`config.mk`:
```
export PLATFORM = sky130hd
export DESIGN_NAME = top_level
export DESIGN_NICKNAME = d
export VERILOG_FILES = /design/src/rtl/decrypt_pkg.sv /design/src/rtl/data_mem.sv /design/src/rtl/top_level.sv
export SDC_FILE = /design/constraint.sdc
export NUM_CORES = 1
export LEC_CHECK = 0
export BUFFER_PORTS_ARGS = -buffer_cell sky130_fd_sc_hd__clkbuf_2
export CORE_ASPECT_RATIO = 1.1
export CORE_UTILIZATION = 30
export DETAILED_ROUTE_END_ITERATION = 10
export GPL_ROUTABILITY_DRIVEN = 0
export RECOVER_POWER = 50
export SETUP_SLACK_MARGIN = 0.1
export SLEW_MARGIN = 20
export SYNTH_ARGS = -nofsm -noshare
export SYNTH_HDL_FRONTEND = slang
export SYNTH_SLANG_ARGS = --single-unit
```
`constraint.sdc`:
```
create_clock -name clk -period 4.58 [get_ports clk]
set_input_delay 1.374 -clock clk [delete_from_list [all_inputs] [get_ports clk]]
set_output_delay 1.374 -clock clk [all_outputs]
set_load 0.01 [all_outputs]
```
`src/rtl/decrypt_pkg.sv`:
```
// Shared constants, tap table, FSM state encoding and LFSR step for the stream decryptor.
package decrypt_pkg;
   localparam logic [7:0] SPACE    = 8'h20;
   localparam logic [7:0] SRC_BASE = 8'd64;
   localparam int         MSG_LEN  = 64;
   localparam int         OUT_LEN  = 55;
   localparam int         PRE_CHK  = 9;

   localparam logic [5:0] SRC_LAST = 6'(MSG_LEN - 1);
   localparam logic [5:0] OUT_LAST = 6'(OUT_LEN - 1);
   localparam logic [3:0] CHK_LAST = 4'(PRE_CHK - 1);

   localparam logic [7:0] TAPS [8] = '{8'he1, 8'hd4, 8'hc6, 8'hb8, 8'hb4, 8'hb2, 8'hfa, 8'hf3};

   typedef enum logic [2:0] {
      S_IDLE, S_SEED, S_TRY, S_SKIP, S_COPY_RD, S_COPY_WR, S_PAD, S_DONE
   } state_t;

   function automatic logic [7:0] lfsr_step(input logic [7:0] s, input logic [7:0] taps);
      return {s[6:0], ^(s & taps)};
   endfunction
endpackage

```
`src/rtl/data_mem.sv`:
```
// 256x8 data memory: combinational read, synchronous write, single shared address.
module data_mem (
   input  logic       clk,
   input  logic       we,
   input  logic [7:0] addr,
   input  logic [7:0] wdata,
   output logic [7:0] rdata
);
   logic [7:0] core [256];

   assign rdata = core[addr];

   always_ff @(posedge clk) begin
      if (we) core[addr] <= wdata;
   end
endmodule

```
`src/rtl/top_level.sv`:
```
// LFSR stream decryptor: recovers taps/seed from the space preamble, strips leading
// spaces and writes the plaintext to 0..OUT_LEN-1, space padded.
module top_level
   import decrypt_pkg::*;
(
   input  logic clk,
   input  logic init,
   output logic done
);
   state_t     state;
   logic [7:0] seed, lfsr, pt;
   logic [2:0] tap_idx;
   logic [3:0] k;
   logic [5:0] i, j;
   logic [7:0] addr, wdata, rdata, lfsr_nxt;
   logic       we;

   assign lfsr_nxt = lfsr_step(lfsr, TAPS[tap_idx]);

   // One memory access per cycle, so a copied byte takes a read cycle and a write cycle.
   always_comb begin
      addr  = SRC_BASE;
      we    = 1'b0;
      wdata = SPACE;
      case (state)
         S_TRY:             addr = SRC_BASE + {4'd0, k};
         S_SKIP, S_COPY_RD: addr = SRC_BASE + {2'd0, i};
         S_COPY_WR: begin addr = {2'd0, j}; we = 1'b1; wdata = pt; end
         S_PAD:     begin addr = {2'd0, j}; we = 1'b1; end
         default: ;
      endcase
   end

   data_mem dm1 (.clk(clk), .we(we), .addr(addr), .wdata(wdata), .rdata(rdata));

   always_ff @(posedge clk or posedge init) begin
      if (init) begin
         state   <= S_IDLE;
         done    <= 1'b0;
         seed    <= '0;
         lfsr    <= '0;
         pt      <= '0;
         tap_idx <= '0;
         k       <= '0;
         i       <= '0;
         j       <= '0;
      end else begin
         case (state)
            S_IDLE: state <= S_SEED;
            S_SEED: begin
               seed    <= rdata ^ SPACE;
               lfsr    <= rdata ^ SPACE;
               tap_idx <= '0;
               k       <= 4'd1;
               state   <= S_TRY;
            end
            S_TRY: begin
               if ((rdata ^ lfsr_nxt) != SPACE) begin
                  lfsr <= seed;
                  k    <= 4'd1;
                  // No candidate matched: fall back to tap 0 and still finish.
                  if (tap_idx == 3'd7) begin
                     tap_idx <= '0;
                     i       <= '0;
                     state   <= S_SKIP;
                  end else begin
                     tap_idx <= tap_idx + 3'd1;
                  end
               end else if (k == CHK_LAST) begin
                  lfsr  <= seed;
                  i     <= '0;
                  state <= S_SKIP;
               end else begin
                  lfsr <= lfsr_nxt;
                  k    <= k + 4'd1;
               end
            end
            S_SKIP: begin
               if ((rdata ^ lfsr) == SPACE) begin
                  lfsr <= lfsr_nxt;
                  if (i == SRC_LAST) begin
                     j     <= '0;
                     state <= S_PAD;
                  end else begin
                     i <= i + 6'd1;
                  end
               end else begin
                  pt    <= rdata ^ lfsr;
                  state <= S_COPY_WR;
               end
            end
            S_COPY_RD: begin
               pt    <= rdata ^ lfsr;
               state <= S_COPY_WR;
            end
            S_COPY_WR: begin
               if (j == OUT_LAST) begin
                  state <= S_DONE;
               end else begin
                  j <= j + 6'd1;
                  if (i == SRC_LAST) begin
                     state <= S_PAD;
                  end else begin
                     i     <= i + 6'd1;
                     lfsr  <= lfsr_nxt;
                     state <= S_COPY_RD;
                  end
               end
            end
            S_PAD: begin
               if (j == OUT_LAST) state <= S_DONE;
               else               j     <= j + 6'd1;
            end
            S_DONE: done <= 1'b1;
            default: state <= S_IDLE;
         endcase
      end
   end
endmodule

```
* After elaboration in Yosys (flattened, before gate mapping)
Memories as Yosys holds them, arrays and structs flattened.
Cells that the tools add are included.
** Word-level totals
- Input port bits :: 2
- Flip-flop bits (word level) :: 47
- Bits in read-only memories :: 64
- Logic and storage cells :: 106
- Memory bits (writable) :: 2048
- Latch bits :: 0
- Memories :: 2
- Output and inout bits :: 1
** Memory list
- dm1.core :: depth 256, bits a word 8, rd ports 1, clocked after memory_dff 0, write ports 1, line data_mem.sv:9 : logic [7:0] core [256];
- (name not given) :: depth 8, bits a word 8, rd ports 1, clocked after memory_dff 0, write ports 0, line top_level.sv:18 : assign lfsr_nxt = lfsr_step(lfsr, TAPS[tap_idx]);
** Cells by class
- Multiplexer cells :: 41
- Equal/unequal tests :: 25
- Bitwise gates (word level) :: 5
- Reduce and logical (&&, ||, !) cells :: 17
- Multipliers :: 0
- $lt $le $gt $ge :: 1
- Div/mod/pow operators :: 0
- Add/sub/neg operators :: 6
- Shift operators :: 0
** Operators by type and width (number)
- $mux W8 :: 9
- $mux W6 :: 9
- $pmux W8 S4 :: 1
- $mux W3 :: 8
- $pmux W8 S3 :: 1
- $pmux W3 S7 :: 1
- $pmux W6 S3 :: 1
- $ne A2 B2 Y1 const B :: 8
- $pmux W8 S2 :: 1
- $xor A8 B8 Y8 :: 2
- $eq A3 B3 Y1 const B :: 5
- $add A6 B1 Y6 const B :: 2
- $eq A6 B6 Y1 const B :: 2
- $ne A3 B3 Y1 const B :: 4
- $pmux W6 S2 :: 1
- $reduce_and A5 Y1 :: 2
- $add A7 B4 Y8 const A :: 1
- $add A7 B6 Y8 const A :: 1
- $and A8 B8 Y8 :: 1
- $eq A8 B6 Y1 const B :: 1
- $mux W4 :: 2
- $ne A8 B6 Y1 const B :: 1
- $pmux W4 S2 :: 1
- $reduce_and A4 Y1 :: 2
- 19 further kinds :: 28

* Longest topological paths before layout
- Word-level depth :: 10
- Mapped depth :: 22

* Cells and area by module
From an unflattened synthesis, not the netlist that was laid out.
** Second synthesis, totals
- Cell total of the unflattened synthesis :: 3908
- Area total of the unflattened synthesis :: 81533.2 um^2
** By module, submodules not included
- data_mem :: cells each 3539, instances 1, area an instance 78332.6 um^2
- top_level :: cells each 369, instances 1, area an instance 3200.6 um^2

* Worst setup path before layout
No wires, ideal clock.
- Path kind :: flip-flop to flip-flop
- Start point :: register state[0]
- End point :: register lfsr[0]
- Cell stages (with the launch flop) :: 20
- Clock period less this slack :: 4693 ps
- Setup time :: 125 ps
- Setup slack :: -113 ps
- Arrival :: 4568 ps
- Cells stage by stage :: dfrtp_1 -> buf_4 -> nor3b_4 -> a2bb2oi_2 -> nand2_2 -> buf_2 -> buf_2 -> buf_2 -> nand2_1 -> a311oi_1 -> a21oi_1 -> and3_1 -> o41ai_1 -> xnor2_1 -> nand2_1 -> or4_4 -> and3_1 -> clkbuf_1 -> nor2_4 -> mux2_2
** On the way
- Word-level cells in the longest chain between the ends :: 8
- Elaborated cells on any way between the ends :: 21
** RTL lines
- from (decl) :: line top_level.sv:10 : state_t state;
- from (signal assigned) :: line top_level.sv:38 : state <= S_IDLE;
- from (signal assigned) :: line top_level.sv:49 : S_IDLE: state <= S_SEED;
- from (signal assigned) :: line top_level.sv:55 : state <= S_TRY;
- $eq A3 B3 Y1, or another cell as far along :: line top_level.sv:25 : case (state)
- $reduce_or A2 Y1 (on tied branches)
- $pmux W8 S3 :: line top_level.sv:25
- $mem_v2 Z256 W8
- $xor A8 B8 Y8 (on tied branches) :: line top_level.sv:58, top_level.sv:79
- $ne A8 B6 Y1 / $eq A8 B6 Y1 (equally long branches) :: line top_level.sv:58, top_level.sv:79
- $mux W8 / $ne A2 B2 Y1 (equally long branches)
- $pmux W8 S4 / $reduce_and A4 Y1 (equally long branches)
- to (signal assigned) :: line top_level.sv:52 : lfsr <= rdata ^ SPACE;
- to (signal assigned) :: line top_level.sv:74 : lfsr <= lfsr_nxt;
- to (signal assigned) :: line top_level.sv:80 : lfsr <= lfsr_nxt;
- to (decl) :: line top_level.sv:11 : logic [7:0] seed, lfsr, pt;
Parallel ways exist; a longest one is shown, timed or not.
A chain may end at the register's enable or synchronous reset.

* Worst setup path in the final report
- Start point :: register state[0]
- End point :: register i[0]
** On the way
- Word-level cells in the longest chain between the ends :: 8
- Elaborated cells on any way between the ends :: 21
** RTL lines
- $eq A3 B3 Y1, or another cell as far along :: line top_level.sv:25
- $reduce_or A2 Y1 (on tied branches)
- $pmux W8 S3 :: line top_level.sv:25
- $mem_v2 Z256 W8
- $xor A8 B8 Y8 (on tied branches) :: line top_level.sv:58, top_level.sv:79
- $ne A8 B6 Y1 / $eq A8 B6 Y1 (equally long branches) :: line top_level.sv:58, top_level.sv:79
- $ne A3 B3 Y1 (no line), or another cell as far along
- $reduce_and A5 Y1 (no line) / $pmux W6 S3 (equally long branches)
- to (signal assigned) :: line top_level.sv:85 : i <= i + 6'd1;
- to (signal assigned) :: line top_level.sv:104 : i <= i + 6'd1;
- to (decl) :: line top_level.sv:14 : logic [5:0] i, j;
Parallel ways exist; a longest one is shown, timed or not.

==> impl_metrics.toml <==
[global_route]
overflow = 0
grt_start_max_net_pins = 103
grtUsageMet1 = 0.208
grt_pass1_vias = 29596
antenna_found_initial = 1
gr-usage-all-layers = 0.165
use_met2 = 0.279
busiest_layer = "met2"
grt_pass1_wl_um = 187000
grtUsageMet3 = 0.0222

[drt]
drtIter0Drc = 2713
antenna_left = 0
viasPerCell = 4.94
wl_per_cell_um = 20.7
drc = 0
firstDrtPassIters = 5
vias = 29970
wl_um = 126000

[run_status]
violations = "max-capacitance violations, max-slew violations, negative setup slack"
outcome = "complete, but fails checks"

[sta]
post-route-period-util = 1.11
whs_ns = 0.508
hold_viol = 0
finClkSkew_ns = 0.0297
clock.fmax_ghz = 0.198
tightest_slew_ns = 2.44
min_period_ns = 5.06
worst_slack_ns = -0.483
rsz0062_at_grt = "yes"
setup_viol = 36
max-slew-margin-rel = -0.624
slew_violations = 233

[worst_setup_path]
worst-path-max-fanout = 21
start_kind = "flop"
cpMostUsedCell = "buf_4"
rrSetupSlack_ns = -0.48
worstSetupEndpointType = "flop"
r2r-end = "i[0]"
reg2regPathDepth = 20
path_cells = "buf_4 -> mux2_2 -> nand2_2 -> buf_4 -> buf_4 -> a32oi_1 -> a32o_1 -> o22ai_1 -> buf_4 -> a311oi_2 -> nor4_2 -> buf_4 -> a31oi_4 -> xnor2_2 -> or4_1 -> or4_4 -> o21a_4 -> or2_4 -> buf_4 -> a21o_1"
critPathBufInv = 6
cp.required_ns = 5.18
critPathLaunch = "state[0]"
crit_family = "simple AND/OR/NAND/NOR gates"
crit_type = "reg2reg"
max_stage_delay_ns = 0.47
cp.arrival_ns = 5.66
r2r-start = "state[0]"
cp_slowest_cell = "or4_1"

[place]
port_buffers = 2
hpwl_um = 80800
placed_area_um2 = 51700

[cts]
root_buffer = "clkbuf_16"
clkTransAtPathRegs_ns = 0.06
clock_path_buffers = 3
clock_latency_ns = 0.72
htreeDepth = 3
cts_num_sinks = 1071
cts_buffers = 107
cts_tree = "built"

[synthesis]
yosysUniqueCellTypes = 95
mappedNetlistArea_um2 = 44300
synth-edff-count = 1024
synthCells = 3129
yosysSeqAreaShare = 0.720
synth-seq-cells = 1071
synth_flop_cell = "edfxtp_1"
async_flop_share = 0.0439
syn_area_per_cell_um2 = 14.2
ys_warn_count = 0

[min_path]
min_to = "pt[6]"
min_from = "pt[6]"
hold_depth = 1
hp-class = "reg2reg"

[final_layout]
nets = 4056
final_layout_size_suffix_gt1_frac = 0.213
design_area_um2 = 57000
area_growth_pct = 28.6

[power_and_ir_drop]
peakVddDrop_mv = 0.511
power.leakage_nw = 21.0
p_per_area_nw_per_um2 = 783

[die]
start_util = 0.303
num_rows = 147
die_h_um = 405
coreArea_um2 = 146000
dieArea_um2 = 149000
boundaryPins = 3
die_x_um = 369

[run]
maxCapViolCount = 5
-- synthesized netlist by cell type, drive strengths merged (55+ instances only) --
library cell,n,area share
edfxtp,1024,0.69
nor2,103,0.0093
and3,203,0.029
a211oi,226,0.038
mux2i,58,0.013
buf,159,0.019
a311oi,80,0.016
o21ai,66,0.0075
nand2,464,0.039
a31oi,55,0.0081
clkbuf,78,0.0066
nand3,142,0.016
-- worst reg2reg max path: stages (launching register included) --
cell,delay (ns)
dfrtp_2,0.43
buf_4,0.14
mux2_2,0.34
nand2_2,0.21
buf_4,0.39
buf_4,0.27
a32oi_1,0.16
a32o_1,0.23
o22ai_1,0.18
buf_4,0.16
a311oi_2,0.05
nor4_2,0.24
buf_4,0.20
a31oi_4,0.07
xnor2_2,0.16
or4_1,0.47
or4_4,0.47
o21a_4,0.26
or2_4,0.26
buf_4,0.14
a21o_1,0.14
-- flip-flops by register name (all words and copies together), names as in the netlist --
signal,cells
k,4
pt,8
lfsr,8
seed,8
i,6
done,1
tap_idx,3
state,3
dm1.core,1024
j,6
-- where the power goes --
group / switching, mW / leakage [nW] / internal, mW
sequential: 0.452 / 10.4 / 12.7
clock: 3.77 / 1.65 / 4.90
combinational: 13.1 / 8.99 / 9.69
-- cell usage in the layout (no fill, tap or decap), types with 22 or more instances in the layout --
cell type / instances
edfxtp_1: 1024
conb_1: 512
nand2_1: 460
buf_4: 422
and3_1: 201
a211oi_1: 179
nand3_1: 140
clkbuf_16: 112
nor2_1: 95
a311oi_1: 70
o21ai_0: 57
mux2i_1: 55
a31oi_1: 54
buf_12: 53
dfrtp_1: 45
a211oi_2: 40
a21oi_1: 39
clkbuf_1: 32
buf_6: 32
clkinv_1: 30
o31ai_1: 22
-- layer usage --
layer  vias to the layer above  wire, um
met3                       272      7650
met4                         0      6010
li1                      13592         -
met1                     15054     51300
met5                         -         0
met2                      1052     61000
-- metrics by stage --
stage	cells	worst slack [ns]	total power, mW	utilization	TNS (ns)
5_1_grt	6070	-0.625	46.5	0.389	-32.20
3_5_place_dp	5804	-0.962	33.0	0.353	-26.89
2_1_floorplan	3640	0.0970	23.5	-	0
4_1_cts	6045	-0.411	43.9	0.387	-8.48
3_3_place_gp	5804	-0.959	32.8	0.353	-27.49
6_report	6071	-0.483	44.6	0.389	-11.72
-- how the worst max path moves through the flow --
| stage | end | cells after the start |
|---|---|---|
| 2_1_floorplan | lfsr[0] | 16 |
| 3_3_place_gp | pt[5] | 18 |
| 3_5_place_dp | i[5] | 18 |
| 4_1_cts | i[5] | 20 |
| 5_1_grt | i[5] | 20 |
| 6_report | i[0] | 20 |
-- cells by family after synthesis --
family / Yosys count / share of synthesized area
fa+ha+maj: 10 / 0.00282
mux: 89 / 0.0210
simple gates: 999 / 0.107
flops: 1071 / 0.720
xor+xnor: 29 / 0.00632
compound gates: 673 / 0.115
buf+inv: 257 / 0.0275
other cells: 1 / 0.0000846
-- timing repair --
| action | 4_1_cts | 5_1_grt |
|---|---|---|
| setup endpoints to repair | 38 | 38 |
| resized for setup | 176 | 50 |
| hold buffers | 0 | 0 |
| buffers inserted | 37 | 22 |
| gates cloned | 6 | 2 |
| pin swaps | 40 | 28 |
-- final cells by class --
cell class | instances | area (um2)
antenna | 1 | 2.50
clock buffer | 135 | 2850
clock inverter | 63 | 568
fill | 13895 | 89400
inverter | 20 | 75.1
multi-input combinational | 2312 | 14100
sequential | 1071 | 31900
tap | 1937 | 2420
timing repair buffer | 532 | 5030
Note: power is estimated with default switching activity, not from simulation.
